File: config.mk
export PLATFORM = sky130hd
export DESIGN_NAME = keypad_scan_ctrl
export DESIGN_NICKNAME = d
export VERILOG_FILES = /design/src/rtl/keypad_pkg.sv /design/src/rtl/keypad_event_fifo.sv /design/src/rtl/keypad_scan_ctrl.sv
export SDC_FILE = /design/constraint.sdc
export NUM_CORES = 1
export LEC_CHECK = 0
export CORE_MARGIN = 10
export CORE_UTILIZATION = 50
export CTS_CLUSTER_SIZE = 28
export DETAILED_ROUTE_END_ITERATION = 10
export PLACE_DENSITY = 0.69
export SLEW_MARGIN = 20
export SYNTH_ARGS = -nofsm -noshare
export SYNTH_HDL_FRONTEND = slang
export SYNTH_SLANG_ARGS = --single-unit
File: constraint.sdc
create_clock -name clk -period 5.27 [get_ports clk]
set_input_delay 1.3175 -clock clk [delete_from_list [all_inputs] [get_ports clk]]
set_output_delay 1.3175 -clock clk [all_outputs]
set_load 0.02 [all_outputs]
File: src/rtl/keypad_pkg.sv
//==============================================================================
// keypad_pkg -- shared types and width helpers for the keypad scanner
// Rev 1.0
//==============================================================================
`default_nettype none

package keypad_pkg;

  typedef enum logic [1:0] {
    SCAN    = 2'd0,
    CONFIRM = 2'd1,
    HELD    = 2'd2,
    RELEASE = 2'd3
  } kp_state_t;

  typedef enum logic [1:0] {
    RES_NONE  = 2'd0,
    RES_ONE   = 2'd1,
    RES_MULTI = 2'd2
  } scan_result_t;

  function automatic int code_width(input int rows, input int cols);
    return $clog2(rows * cols);
  endfunction

endpackage

`default_nettype wire

File: src/rtl/keypad_event_fifo.sv
//==============================================================================
// keypad_event_fifo -- small key-event FIFO with sticky overflow flag
// Rev 1.0
//==============================================================================
`default_nettype none

module keypad_event_fifo #(
  parameter  int DEPTH = 4,
  parameter  int WIDTH = 4,
  localparam int PTR_W = $clog2(DEPTH),
  localparam int CNT_W = PTR_W + 1
) (
  input  logic             clk,
  input  logic             rst,
  input  logic             push,
  input  logic [WIDTH-1:0] push_data,
  input  logic             pop,
  output logic [WIDTH-1:0] pop_data,
  output logic             empty,
  output logic [CNT_W-1:0] count,
  output logic             overflow
);

  logic [WIDTH-1:0] mem [DEPTH];
  logic [PTR_W-1:0] wr_ptr;
  logic [PTR_W-1:0] rd_ptr;
  logic             full;
  logic             do_pop;
  logic             do_push;

  assign full    = (count == CNT_W'(DEPTH));
  assign empty   = (count == '0);
  assign do_pop  = pop && !empty;
  // A simultaneous pop frees the slot being written, so a full FIFO still accepts
  assign do_push = push && (!full || do_pop);

  always_ff @(posedge clk) begin
    if (rst) begin
      for (int i = 0; i < DEPTH; i++) mem[i] <= '0;
      wr_ptr   <= '0;
      rd_ptr   <= '0;
      count    <= '0;
      overflow <= 1'b0;
    end else begin
      if (do_push) begin
        mem[wr_ptr] <= push_data;
        wr_ptr      <= wr_ptr + PTR_W'(1);
      end
      if (do_pop) rd_ptr <= rd_ptr + PTR_W'(1);
      if (push && !do_push) overflow <= 1'b1;
      case ({do_push, do_pop})
        2'b10:   count <= count + CNT_W'(1);
        2'b01:   count <= count - CNT_W'(1);
        default: count <= count;
      endcase
    end
  end

  assign pop_data = mem[rd_ptr];

endmodule

`default_nettype wire

File: src/rtl/keypad_scan_ctrl.sv
//==============================================================================
// keypad_scan_ctrl -- ROWS x COLS keypad scanner with debounce, ghost rejection
// and event FIFO. Optional auto-repeat: define KEYPAD_AUTOREPEAT_EN.  Rev 1.0
//==============================================================================
`default_nettype none

module keypad_scan_ctrl
  import keypad_pkg::*;
#(
  parameter  int ROWS           = 4,
  parameter  int COLS           = 4,
  parameter  int SCAN_DIV       = 50000,
  parameter  int DEBOUNCE_SCANS = 3,
  parameter  int FIFO_DEPTH     = 4,
  parameter  int REPEAT_DELAY   = 50,
  parameter  int REPEAT_RATE    = 10,
  localparam int CODE_W         = code_width(ROWS, COLS),
  localparam int CNT_W          = $clog2(FIFO_DEPTH) + 1
) (
  input  logic              clk,
  input  logic              rst,
  input  logic [ROWS-1:0]   row_in,
  output logic [COLS-1:0]   col_out,
  output logic [CODE_W-1:0] key_code,
  output logic              key_valid,
  input  logic              key_ready,
  output logic              key_held,
  output logic              overflow,
  output logic [CNT_W-1:0]  fifo_count
);

  localparam int DIV_W = $clog2(SCAN_DIV);
  localparam int COL_W = $clog2(COLS);
  localparam int ROW_W = $clog2(ROWS);
  localparam int DEB_W = $clog2(DEBOUNCE_SCANS + 1);

  // Out-of-range configurations elaborate this empty marker block
  if (ROWS < 2 || ROWS > 8 || COLS < 2 || COLS > 8 || SCAN_DIV < 2 ||
      DEBOUNCE_SCANS < 1 || REPEAT_DELAY < 1 || REPEAT_RATE < 1) begin : g_bad_params
  end

  logic [DIV_W-1:0] div_cnt;
  logic [COL_W-1:0] col_idx;
  logic [ROWS-1:0]  row_q;
  logic             tick;
  logic             scan_done;

  assign tick      = (div_cnt == DIV_W'(SCAN_DIV - 1));
  assign scan_done = tick && (col_idx == COL_W'(COLS - 1));

  always_ff @(posedge clk) begin
    if (rst) begin
      div_cnt <= '0;
      col_idx <= '0;
      row_q   <= '0;
    end else begin
      row_q <= row_in;
      if (tick) begin
        div_cnt <= '0;
        col_idx <= scan_done ? '0 : col_idx + COL_W'(1);
      end else begin
        div_cnt <= div_cnt + DIV_W'(1);
      end
    end
  end

  assign col_out = COLS'(1) << col_idx;

  // Per-column row count (saturating at 2) and index of the closed row
  logic [1:0]       row_n;
  logic [ROW_W-1:0] row_idx;

  always_comb begin
    row_n   = 2'd0;
    row_idx = '0;
    for (int r = ROWS - 1; r >= 0; r--) begin
      if (row_q[r]) begin
        row_idx = ROW_W'(r);
        if (row_n != 2'd2) row_n = row_n + 2'd1;
      end
    end
  end

  logic [1:0]        acc_n;
  logic [1:0]        acc_sum;
  logic [2:0]        sum_full;
  logic [CODE_W-1:0] acc_code;
  logic [CODE_W-1:0] acc_code_nxt;
  logic [CODE_W-1:0] row_code;
  scan_result_t      res;

  assign row_code     = CODE_W'(row_idx) * CODE_W'(COLS) + CODE_W'(col_idx);
  assign sum_full     = {1'b0, acc_n} + {1'b0, row_n};
  assign acc_sum      = (sum_full >= 3'd2) ? 2'd2 : sum_full[1:0];
  assign acc_code_nxt = (acc_n == 2'd0) ? row_code : acc_code;

  always_ff @(posedge clk) begin
    if (rst) begin
      acc_n    <= 2'd0;
      acc_code <= '0;
    end else if (scan_done) begin
      acc_n    <= 2'd0;
      acc_code <= '0;
    end else if (tick) begin
      acc_n    <= acc_sum;
      acc_code <= acc_code_nxt;
    end
  end

  always_comb begin
    case (acc_sum)
      2'd0:    res = RES_NONE;
      2'd1:    res = RES_ONE;
      default: res = RES_MULTI;
    endcase
  end

  kp_state_t         state;
  kp_state_t         state_nxt;
  logic [DEB_W-1:0]  cnt;
  logic [DEB_W-1:0]  cnt_nxt;
  logic [DEB_W-1:0]  cnt_inc;
  logic [CODE_W-1:0] cand;
  logic [CODE_W-1:0] cand_nxt;
  logic              push;
  logic              push_nxt;

  assign cnt_inc = cnt + DEB_W'(1);

`ifdef KEYPAD_AUTOREPEAT_EN
  localparam int REP_W = $clog2(REPEAT_DELAY + REPEAT_RATE + 1);
  logic [REP_W-1:0] rep;
  logic [REP_W-1:0] rep_nxt;
  logic [REP_W-1:0] rep_inc;

  assign rep_inc = rep + REP_W'(1);

  always_ff @(posedge clk) begin
    if (rst) rep <= '0;
    else     rep <= rep_nxt;
  end
`endif

  always_ff @(posedge clk) begin
    if (rst) begin
      state <= SCAN;
      cnt   <= '0;
      cand  <= '0;
      push  <= 1'b0;
    end else begin
      state <= state_nxt;
      cnt   <= cnt_nxt;
      cand  <= cand_nxt;
      push  <= push_nxt;
    end
  end

  always_comb begin
    state_nxt = state;
    cnt_nxt   = cnt;
    cand_nxt  = cand;
    push_nxt  = 1'b0;
`ifdef KEYPAD_AUTOREPEAT_EN
    rep_nxt   = rep;
`endif
    if (scan_done) begin
      case (state)
        SCAN: begin
          if (res == RES_ONE) begin
            cand_nxt = acc_code_nxt;
            if (DEBOUNCE_SCANS == 1) begin
              state_nxt = HELD;
              push_nxt  = 1'b1;
              cnt_nxt   = '0;
            end else begin
              state_nxt = CONFIRM;
              cnt_nxt   = DEB_W'(1);
            end
          end
        end
        CONFIRM: begin
          if (res == RES_ONE && acc_code_nxt == cand) begin
            if (cnt_inc == DEB_W'(DEBOUNCE_SCANS)) begin
              state_nxt = HELD;
              push_nxt  = 1'b1;
              cnt_nxt   = '0;
            end else begin
              cnt_nxt = cnt_inc;
            end
          end else begin
            state_nxt = SCAN;
            cnt_nxt   = '0;
          end
        end
        HELD: begin
          // Any closure, even a different key or a ghost pattern, keeps the key held
          if (res == RES_NONE) begin
            if (DEBOUNCE_SCANS == 1) begin
              state_nxt = SCAN;
              cnt_nxt   = '0;
            end else begin
              state_nxt = RELEASE;
              cnt_nxt   = DEB_W'(1);
            end
`ifdef KEYPAD_AUTOREPEAT_EN
            rep_nxt = '0;
          end else begin
            rep_nxt = rep_inc;
            if (rep_inc == REP_W'(REPEAT_DELAY)) begin
              push_nxt = 1'b1;
            end else if (rep_inc == REP_W'(REPEAT_DELAY + REPEAT_RATE)) begin
              push_nxt = 1'b1;
              rep_nxt  = REP_W'(REPEAT_DELAY);
            end
`endif
          end
        end
        RELEASE: begin
          if (res == RES_NONE) begin
            if (cnt_inc == DEB_W'(DEBOUNCE_SCANS)) begin
              state_nxt = SCAN;
              cnt_nxt   = '0;
            end else begin
              cnt_nxt = cnt_inc;
            end
          end else begin
            state_nxt = HELD;
            cnt_nxt   = '0;
          end
        end
        default: begin
          state_nxt = SCAN;
          cnt_nxt   = '0;
        end
      endcase
    end
  end

  assign key_held = (state == HELD) || (state == RELEASE);

  logic fifo_empty;

  keypad_event_fifo #(
    .DEPTH (FIFO_DEPTH),
    .WIDTH (CODE_W)
  ) u_fifo (
    .clk       (clk),
    .rst       (rst),
    .push      (push),
    .push_data (cand),
    .pop       (key_valid && key_ready),
    .pop_data  (key_code),
    .empty     (fifo_empty),
    .count     (fifo_count),
    .overflow  (overflow)
  );

  assign key_valid = !fifo_empty;

endmodule

`default_nettype wire

Word-level counts from Yosys, hierarchy flattened:

Memories as Yosys holds them, arrays and structs flattened. A register that Yosys moved wholly into a read port is not among the register bits.
Cells that the tools add are included.

* input port bits: 7
* memories: 1
* output and inout bits: 14
* bits in registers: 45
* bits in writable memories: 16

Memories
* u_fifo.mem: words 4, width 4, rd ports 1, clocked after Yosys merged registers in 1, wr ports 4, line keypad_event_fifo.sv:24 `logic [WIDTH-1:0] mem [DEPTH];`

* mux-type cells: 39
* reductions and logical operators: 24
* $add $sub $neg: 12
* bitwise operators: 3
* eq/ne operators: 19
* order comparisons: 1
* shift operators: 1

Operators with widths (count)
* $mux 2: 25
* $add 16x1->16 const B: 1
* $eq 16x16->1 const B: 1
* $pmux 2 s4: 2
* $add 2x1->2 const B: 7
* $eq 2x2->1 const B: 5
* $ne 2x2->1 const B: 5
* $eq 2x1->1 const B: 4
* $logic_not 2->1: 4
* $mux 1: 8
* $mux 4: 2
* $reduce_or 4->1: 2
* $logic_and 1x1->1: 6
* $ne 3x3->1 const B: 2
* $pmux 3 s2: 1
* $reduce_and 3->1: 2
* $reduce_and 5->1: 1
* $add 4x2->4: 1
* $eq 4x4->1: 1
* $pmux 2 s2: 1
* $reduce_or 2->1: 2
* $shl 1x2->4 const A: 1
* $add 2x2->3: 1
* $add 3x1->3 const B: 1
* other kinds (8): 13

Depth between registers and ports, before layout:

* depth in word-level cells: 19
* mapped depth: 15
* depth with buffers taken out: 15

By module:

A second synthesis with hierarchy kept.

* cells, all modules: 320
* area total of the unflattened synthesis: 3186.8 µm²

Modules (own cells, without submodules)
* keypad_scan_ctrl: cells each 227, sequential area each 740.7 µm², area each 2024.4 µm², times used 1
* keypad_event_fifo: cells each 93, sequential area each 680.7 µm², area each 1162.4 µm², times used 1

Least setup slack after synthesis:

Ideal clock, no wire load.

* path type: flip-flop to flip-flop
* start point: register row_q[2]
* end point: register cand[2]
* required time: 5141 ps
* path slack: 2242 ps
* library setup time: 129 ps
* period minus slack after synthesis: 3028 ps
* data arrival time: 2899 ps
* cell stages (with the launch flop): 14
* cells stage by stage: dfxtp_1 > inv_1 > ha_1 > inv_1 > mux2i_1 > ha_1 > inv_1 > mux2_2 > fa_1 > and4b_1 > or4b_1 > buf_2 > a211oi_2 > nor3_2

* longest elaborated chain between the ends: 14
* elaborated cells between the ends (all ways): 22
* those cells by class: add/sub: 4; order compare: 1; eq/ne: 4; mux: 11; reduce/logical: 2

Ends and longest elaborated chain
* start: declaration: line keypad_scan_ctrl.sv:44 `logic [ROWS-1:0] row_q;`
* start signal: assignment: line keypad_scan_ctrl.sv:57 `row_q <= row_in;`
* $mux 2: line keypad_scan_ctrl.sv:77 `if (row_q[r]) begin`
* $add 2x1->2 / $ne 2x2->1 (equally long branches): line keypad_scan_ctrl.sv:79 `if (row_n != 2'd2) row_n = row_n + 2'd1;`
* $mux 2: line keypad_scan_ctrl.sv:79
* $mux 2: line keypad_scan_ctrl.sv:77
* $add 2x1->2 / $ne 2x2->1 (equally long branches): line keypad_scan_ctrl.sv:79
* $mux 2: line keypad_scan_ctrl.sv:79
* $mux 2: line keypad_scan_ctrl.sv:77
* $add 2x2->3: line keypad_scan_ctrl.sv:93 `assign sum_full = {1'b0, acc_n} + {1'b0, row_n};`
* $ge 3x2->1: line keypad_scan_ctrl.sv:94 `assign acc_sum = (sum_full >= 3'd2) ? 2'd2 : sum_full[1:0];`
* $mux 2: line keypad_scan_ctrl.sv:94
* $eq 2x1->1 / $logic_not 2->1 (equally long branches): line keypad_scan_ctrl.sv:111 `case (acc_sum)`
* $pmux 2 s2: line keypad_scan_ctrl.sv:111
* $eq 2x1->1: line keypad_scan_ctrl.sv:169 `if (res == RES_ONE) begin`
* $reduce_and 3->1 (no line)
* end signal: assignment: line keypad_scan_ctrl.sv:153 `cand <= cand_nxt;`
* end: declaration: line keypad_scan_ctrl.sv:123 `logic [CODE_W-1:0] cand;`

Parallel ways exist; a longest one is shown, timed or not.
A chain may end at the register's enable or synchronous reset.

Final worst setup path:

Same ends and word-level chain as after synthesis.

==> results_dict.tcl <==
set metrics [dict create \
    cpPeakStageDelay_ns 0.62 \
    layout_commonest_cell "nor2_1" \
    gp_congestion 0.8285 \
    chipWidth_um 98.91 \
    ff2ff_setup_slack_ns 1.93 \
    initial_utilization_pct 51.96 \
    hold_path_depth 1 \
    cpMostUsedCell "inv_1" \
    portBuffers 20 \
    n_fill_cell 489 \
    post_drt_wl_per_cell_um 13.88 \
    r2r-start "row_q[2]" \
    wl_mm 5.857 \
    clkTransAtPathRegs_ns 0.07 \
    yosys_warnings 0 \
    synth-compound-area-share_pct 9.003 \
    tritoncts "done" \
    p_per_area_nw_per_um2 338.2 \
    io_pins 21 \
    fmax_mhz 299.4 \
    cts_setup_buffers 0 \
    fin_nets 362 \
    slew_headroom_pct 43.68 \
    fin_crit_ns 3.340 \
    stdcell_count 422 \
    ant_nets 0 \
    grt_pass1_wl_mm 10.02 \
    end_kind "register" \
    min-delay-start "div_cnt[0]" \
    num_vias 2268 \
    synth_nets 343 \
    vias_per_cell 5.374 \
    grt_max_degree 25 \
    tightest_slew_ns 0.8342 \
    synthArstFlopShare_pct 0 \
    firstDrtPassIters 6 \
    drc_errors 0 \
    cts_hold_buf 0 \
    crit_path_max_fanout 7 \
    ir_drop_v 0.0002036 \
    synthMuxAreaShare_pct 6.150 \
    fin_crit_sh_pct 63.39 \
    area_delta_synth_final_pct 15.15 \
    worstReg2RegEnd "cand[2]" \
    worstHoldPathType "register to register" \
    hold_path_end "div_cnt[0]" \
    yosysUniqueCellTypes 53 \
    numCtsBuffers 9 \
    synth_simple_gate_area_share_pct 22.67 \
    ctsLongestPathBuffers 2 \
    grt_pass1_vias 2135 \
    post_cts_resized 0 \
    most-common-layout-cells "nor2_1 (51), dfxtp_1 (47), nand2_1 (21)" \
    place_area_um2 3363 \
    crit_chain "inv_1 -> ha_1 -> inv_1 -> mux2i_1 -> ha_1 -> inv_1 -> mux2i_1 -> ha_1 -> inv_1 -> fa_1 -> and4b_1 -> or4b_1 -> a211oi_2 -> nor3_2" \
    cts.sinks 63 \
    netlist_area_um2 3113 \
    crit_type "register to register" \
    die_h_um 98.91 \
    clk_latency_ns 0.34 \
    tns_ns 0 \
    fin_area_um2 3585 \
    yosys.area_share.xor_xnor_pct 6.752 \
    p_leak_nw 1.297 \
    outcome "complete, no violations" \
    htreeDepth 3 \
    reg2regPathDepth 14 \
    crit_slowest_cell "or4b_1" \
    gr-total-overflow 0 \
    dieArea_um2 9782 \
    drt_iter0_markers 73 \
    diodes 0 \
    worst_setup_path_start_kind "register" \
    synth_edf_count 16 \
    root_buffer "clkbuf_8" \
    finClkSkew_ns 0.007283 \
    dp_cells 406 \
    dp_hpwl_mm 4.224 \
    fp-row-count 28 \
    synth_flop_cell "dfxtp_1" \
    yosysSeqAreaShare_pct 45.66 \
    hold_slack_ns 0.4508 \
    drive_above_1_share_pct 9.798 \
    cp.arrival_ns 3.56 \
    ys_ff_latch 63 \
    core_um2 5991 \
    synthAdderAreaFrac_pct 5.707 \
    antenna_found_initial 0 \
    final_max_slew_viol_count 0 \
    rsz0062_at_grt "no" \
    max_cap_viol_count 0 \
    track_usage_pct 12.24 \
    synth.avg_cell_area_um2 9.638 \
    syn-instance-count 323 \
    hold_violations 0 \
    finalSetupViolCount 0 \
    critical_path_required_ns 5.49 \
    synth_top_family_by_area "simple AND/OR/NAND/NOR gates" \
]
==> critical path, delay by kind of cell, from the launching register on <==
kind / cells / cell delay [ns]
AOI/OAI and AO/OA: 1 / 0.28
muxes: 2 / 0.32
adders and majority gates: 4 / 1.14
DFF: 1 / 0.31
and+or+nand+nor: 3 / 0.93
buffers and inverters: 4 / 0.24
==> synthesized netlist by cell type (all sizes together), types with 2 or more instances <==
master,number,area share (%)
nand2b,4,0.80
dfxtp,47,30
mux4,4,2.9
o21bai,2,0.48
nor4b,2,0.76
a21oi,10,1.8
nor2,51,6.1
xnor2,12,3.4
nand2,21,2.5
ha,11,4.4
and4bb,2,0.80
nand4,5,1.0
o21ai,7,1.1
edfxtp,16,15
fa,2,1.3
clkbuf,10,1.2
nand3,9,1.4
a211oi,5,1.4
inv,20,2.4
and3,3,0.60
or2,2,0.40
nor3b,2,0.48
a21o,3,0.72
and4b,2,0.64
nor4,3,0.60
and2,6,1.2
xor2,12,3.4
nor3,10,1.8
or4b,2,0.64
buf,3,0.44
nor2b,6,1.4
mux2i,9,2.9
a22oi,4,0.96
nand3b,2,0.48
or3,3,0.60
==> power breakdown <==
group / switching, W / leakage (nW) / internal, W / total, W
sequential: 0.0000289 / 0.538 / 0.000520 / 0.000548
clock: 0.000187 / 0.106 / 0.000277 / 0.000464
combinational: 0.0000962 / 0.653 / 0.000104 / 0.000200
==> registers in the layout (all words and copies together) (netlist names), named ones only <==
name	flops
acc_code	4
col_idx	2
acc_n	2
u_fifo.overflow	1
u_fifo.rd_ptr	2
cnt	2
push	1
row_q	4
u_fifo.wr_ptr	2
cand	4
div_cnt	16
u_fifo.count	3
state	2
u_fifo.mem	16
==> logic make-up (layout without fill, tap and decap cells) <==
kind of cell	count (synthesis)	after routing
multiplexers	14	14
adder cells (fa/ha/maj)	13	13
flip-flops	63	63
AO/OA/AOI/OAI	40	40
XOR/XNOR	24	24
buffers and inverters	33	57
AND/OR/NAND/NOR	136	136
==> metrics by stage <==
step	setup WS, ns	utilization [%]	total power [W]
finish	1.930	59.84	0.001212
global route	1.730	59.84	0.001265
CTS	1.916	59.84	0.001224
detailed placement	1.881	56.14	0.0007629
global placement	1.924	56.14	0.0007544
floorplan	2.242	-	0.0006871
==> metal layers <==
layer | wire (um) | global-route usage [%]
met1 | 2759 | 14.52
met2 | 2797 | 19.94
met3 | 225 | 3.492
met4 | 75 | 5.623
met5 | 0 | 0
==> cell type report <==
type	instances	area, um2	area share, %
Sequential cell	63	1421	39.65
Timing Repair Buffer	21	207.7	5.794
Clock inverter	6	83.83	2.339
Multi-Input combinational cell	227	1565	43.66
Inverter	20	75.07	2.094
Clock buffer	10	137.6	3.839
Tap cell	75	93.84	2.618
==> worst max-delay path by stage <==
stage,end,startpoint,cells after the start,slack (ns)
global route,cand[2],row_q[2],14,1.73
CTS,cand[2],row_q[2],13,1.92
floorplan,cand[2],row_q[2],13,2.24
detailed placement,u_fifo.mem[0][3],key_ready,5,1.88
global placement,u_fifo.mem[0][0],key_ready,5,1.92
finish,cand[2],row_q[2],14,1.93
(Power assumes the default switching activity.)
==> patch 1: new RTL, config.mk and constraints unchanged <==
Set the parameter `COLS` to 2 (it was 4).
--- a/src/rtl/keypad_scan_ctrl.sv
+++ b/src/rtl/keypad_scan_ctrl.sv
@@ -9,5 +9,5 @@
 #(
   parameter  int ROWS           = 4,
-  parameter  int COLS           = 4,
+  parameter  int COLS           = 2,
   parameter  int SCAN_DIV       = 50000,
   parameter  int DEBOUNCE_SCANS = 3,
Ports: changed (resized col_out and key_code); port bits go from 21 to 18. The function was not compared with the original's and may differ.
==> patch 1 against the unedited design <==
Sequential cell count is 7 lower. Worst setup slack worse by 0.035 ns. Synthesized cell count is 11% lower. Design area is 15% lower. Wire length is 17% lower. Area after synthesis is 13% lower. Critical path type is now in2reg. Critical endpoint is now u_fifo.count[2]$_SDFFE_PP0P_. First-iteration DRC count is 23% lower. Largest cell class unchanged.
Power is not compared: it rests on default switching activity, and its combinational part moved more than twofold at a synthesized area within 25%.
==> patch 1: results <==
[finish]
reg_top3 = div_cnt (16), u_fifo.mem (12), row_q (4)
clock_buffers = 6
drive_gt1_share_pct = 6.00
buffers = 18
finalNetCount = 316
seq-cell-share_pct = 40.9
multiInputCombCellCount = 199
multi_input_comb_area_um2 = 1350
n_fill_cell = 485
inv_count = 19
layout.nonclk_buf_share_pct = 5.85

[setup_path]
max_stage_delay_ns = 0.41
crit_fanout = 5
slowest_stage = clkdlybuf4s50_1

[logic_synthesis]
yosysMostFrequentCell = dfxtp_1
synth_nets = 303
synth_common_cells = dfxtp_1 (44), nor2_1 (37), inv_1 (18), nand2_1 (15), a21oi_1 (14)
ys_types = 53
synth_edf_count = 12
ys_seq_area_share_pct = 45.6
netlist_top_cells_area = dfxtp_1 (32%), edfxtp_1 (13%), nor2_1 (5.1%)

[global_route]
met3_usage_pct = 2.64
track_usage_pct = 11.4
grt_max_degree = 21
grt_pass1_vias = 1801
use_met1_pct = 14.4
use_met2_pct = 18.1

[clocking]
cts_buffers = 5
cts_buffer_depth = 2
clk_latency_ns = 0.31
htree_levels = 2

[drt]
routed-wl-met3_um = 176
routed_wl_mm = 4.88
drt_pass1_iterations = 4
vias_per_cell = 5.32
drtIter0Drc = 56

[placed_design]
dp_hpwl_mm = 3.61
port-buffer-count = 17

[status]
status = completed

[timing]
worstMarginPinSlew_ns = 0.693
[patch 1: changes by cell type in the layout (fill, tap and decap cells not counted), sizes merged, moves of 5 or more]
cell and delta:
a211oi -5, nand2 -6, nand4 +5, nor2 -14, xnor2 -5
[patch 1: worst paths after layout]
path	start	to	slack [ns]
max	key_ready	u_fifo.count[2]$_SDFFE_PP0P_	1.89
min	div_cnt[0]$_SDFF_PP0_	div_cnt[0]$_SDFF_PP0_	0.47
max reg2reg	row_q[3]$_SDFF_PP0_	state[0]$_SDFFE_PP0P_	2.04
min reg2reg	div_cnt[0]$_SDFF_PP0_	div_cnt[0]$_SDFF_PP0_	0.47
[patch 1: stage by stage]
step / setup WS (ns) / instances / total power, mW / hold WS (ns) / area (um^2)
3_5_place_dp: 1.54 / 362 / 0.504 / 0.450 / 2930
6_report: 1.89 / 370 / 0.768 / 0.472 / 3040
4_1_cts: 1.88 / 370 / 0.777 / 0.474 / 3040
2_1_floorplan: 2.18 / 286 / 0.490 / 0.426 / 2720
3_3_place_gp: 1.66 / 362 / 0.503 / 0.442 / 2930
5_1_grt: 1.70 / 370 / 0.801 / 0.509 / 3040
[patch 1: where the power goes]
part | switching, mW | internal [mW]
sequential | 0.00416 | 0.444
clock | 0.133 | 0.141
combinational | 0.0240 | 0.0215
[patch 1: cell families (layout without fill, tap and decap cells)]
| kind of cell | count (synthesis) | after routing | share of synthesized area [%] |
|---|---|---|---|
| AND/OR/NAND/NOR | 118 | 118 | 22.9 |
| flip-flops | 56 | 56 | 45.6 |
| AO/OA/AOI/OAI | 41 | 41 | 9.92 |
| buffers and inverters | 31 | 45 | 4.87 |
| XOR/XNOR | 20 | 20 | 6.43 |
| adder cells (fa/ha/maj) | 10 | 10 | 5.14 |
| multiplexers | 10 | 10 | 5.14 |
==> patch 2: new RTL, same flow settings <==
Without the edit above. Register the input `key_ready` before use. The logic sees it one clock later. The other inputs are not delayed to match.
--- a/src/rtl/keypad_scan_ctrl.sv
+++ b/src/rtl/keypad_scan_ctrl.sv
@@ -35,4 +35,10 @@
   localparam int DEB_W = $clog2(DEBOUNCE_SCANS + 1);
 
+  logic key_ready_q;
+
+  always_ff @(posedge clk) begin
+    key_ready_q <= key_ready;
+  end
+
   // Out-of-range configurations elaborate this empty marker block
   if (ROWS < 2 || ROWS > 8 || COLS < 2 || COLS > 8 || SCAN_DIV < 2 ||
@@ -249,5 +255,5 @@
     .push      (push),
     .push_data (cand),
-    .pop       (key_valid && key_ready),
+    .pop       (key_valid && key_ready_q),
     .pop_data  (key_code),
     .empty     (fifo_empty),
Behaviour: no difference found for any inputs over 10 cycles, from zero or initial values and one cycle with rst high; that may be too few to reach the edited logic, so the function may still have changed.
==> patch 2 against the unedited design <==
Count of clock-buffer cells in the layout increased by 1. Combinational power shrank 7%. Worst setup slack improved by 0.058 ns. Sequential cell count is 1 higher. First-iteration DRC count is 47% higher. Wire length is 2.6% higher. Clock skew is 0.0016 ns higher. Via count up 0.31%. Power shrank 0.46%. Final cell count is 0.71% higher. Fmax grew 1.8%. Design area rose by 1.1%. Area after synthesis up 1.1%.
==> patch 2: results <==
[status]
status = completed

[global_route]
grt_pass1_vias = 2147
grt_max_degree = 42
track_usage_pct = 12.8
grt_pass1_wl_mm = 10.4

[setup_path]
cp_top_family = buffers and inverters
crit_arrival_ns = 1.96
r2r_cells = 13
crit_fanout = 11
r2r_setup_slack_ns = 2.25
slowest_stage = clkdlybuf4s50_1
max_stage_delay_ns = 0.70
reg2reg_to = cnt[0]$_SDFFE_PP0P_
cp.buffers_inverters = 1

[drt]
drtIter0Drc = 107
drt_pass1_iterations = 4
met1_length_mm = 2.90
routed_wl_mm = 6.01
routed-wl-met3_um = 233
met2_length_mm = 2.78
vias_per_cell = 5.35
top_layer = met4

[finish]
n_fill_cell = 555
drive_gt1_share_pct = 9.43
fin_cells = 425
reg_top3 = div_cnt (16), u_fifo.mem (16)
finalNetCount = 365

[clocking]
clk_pin_slew_ns = 0.08
cts_root_buf = clkbuf_8
htree_levels = 3
cts_buffer_depth = 2

[logic_synthesis]
ys_types = 56
ys_seq_area_share_pct = 45.8
synth_nets = 343
ys_warn_count = 0
netlist_top_cells_area = dfxtp_1 (31%), edfxtp_1 (15%), nor2_1 (5.7%)
synth_common_cells = dfxtp_1 (48), nor2_1 (48), nand2_1 (23), inv_1 (19)
async_reset_ff_share_pct = 0
synthFlopType = dfxtp_1

[placed_design]
dp_hpwl_mm = 4.28
dp_slack_ns = 2.23
gp_congestion = 0.779
placed_cells = 409

[pwr]
switching_power_mw = 0.323
ir_worst_vdd_uv = 198
p_leak_nw = 1.32

[timing]
worstMarginPinSlew_ns = 0.563
fin_skew_ns = 0.00890

[worst_hold_path]
holdPathEnd = div_cnt[0]$_SDFF_PP0_
min_from = div_cnt[0]$_SDFF_PP0_
min_path_cells = 1
patch 2: through the flow:
stage / instance area, um^2 / hold WS, ns
after floorplan: 3150 / 0.430
after global placement: 3400 / 0.442
after detailed placement: 3400 / 0.453
after CTS: 3620 / 0.473
after global routing: 3620 / 0.514
final: 3620 / 0.469
patch 2: worst max path at each step:
stage | slack (ns) | from | to
finish | 1.99 | col_idx[0]$_SDFFE_PP0P_ | col_out[3]
global route | 1.91 | col_idx[1]$_SDFFE_PP0P_ | col_out[3]
CTS | 1.98 | col_idx[0]$_SDFFE_PP0P_ | col_out[3]
detailed placement | 2.23 | rst | u_fifo.mem[0][2]$_SDFFCE_PN0P_
global placement | 2.32 | row_q[2]$_SDFF_PP0_ | cnt[0]$_SDFFE_PP0P_
floorplan | 2.49 | row_q[2]$_SDFF_PP0_ | cnt[0]$_SDFFE_PP0P_
patch 2: cell type report:
type	instances	area (um^2)	area share [%]
well taps	75	93.8	2.59
flip-flops and latches	64	1440	39.8
inverters	19	71.3	1.97
repair buffers	21	208	5.73
clock inverters	5	60.1	1.66
multi-input cells	230	1590	43.8
clock buffers	11	163	4.49
patch 2: power groups by stage:
stage / Clock, mW / Sequential (mW) / Combinational, mW
2_1_floorplan: 0 / 0.568 / 0.120
3_3_place_gp: 0 / 0.565 / 0.187
3_5_place_dp: 0 / 0.565 / 0.190
4_1_cts: 0.474 / 0.554 / 0.190
5_1_grt: 0.498 / 0.559 / 0.207
6_report: 0.466 / 0.554 / 0.187
patch 2: logic make-up after synthesis:
family          Yosys count  share of synthesized area [%]
compound gates           36                           7.83
xor+xnor                 26                           7.24
fa+ha+maj                13                           5.65
buf+inv                  29                           3.74
flops                    64                           45.8
mux                      14                           6.16
simple gates            141                           23.6
patch 2: routing by layer:
layer | vias up | track usage [%]
met5 | - | 0
met4 | 0 | 7.17
met3 | 8 | 3.11
met2 | 37 | 18.9
met1 | 1065 | 16.7
li1 | 1165 | -
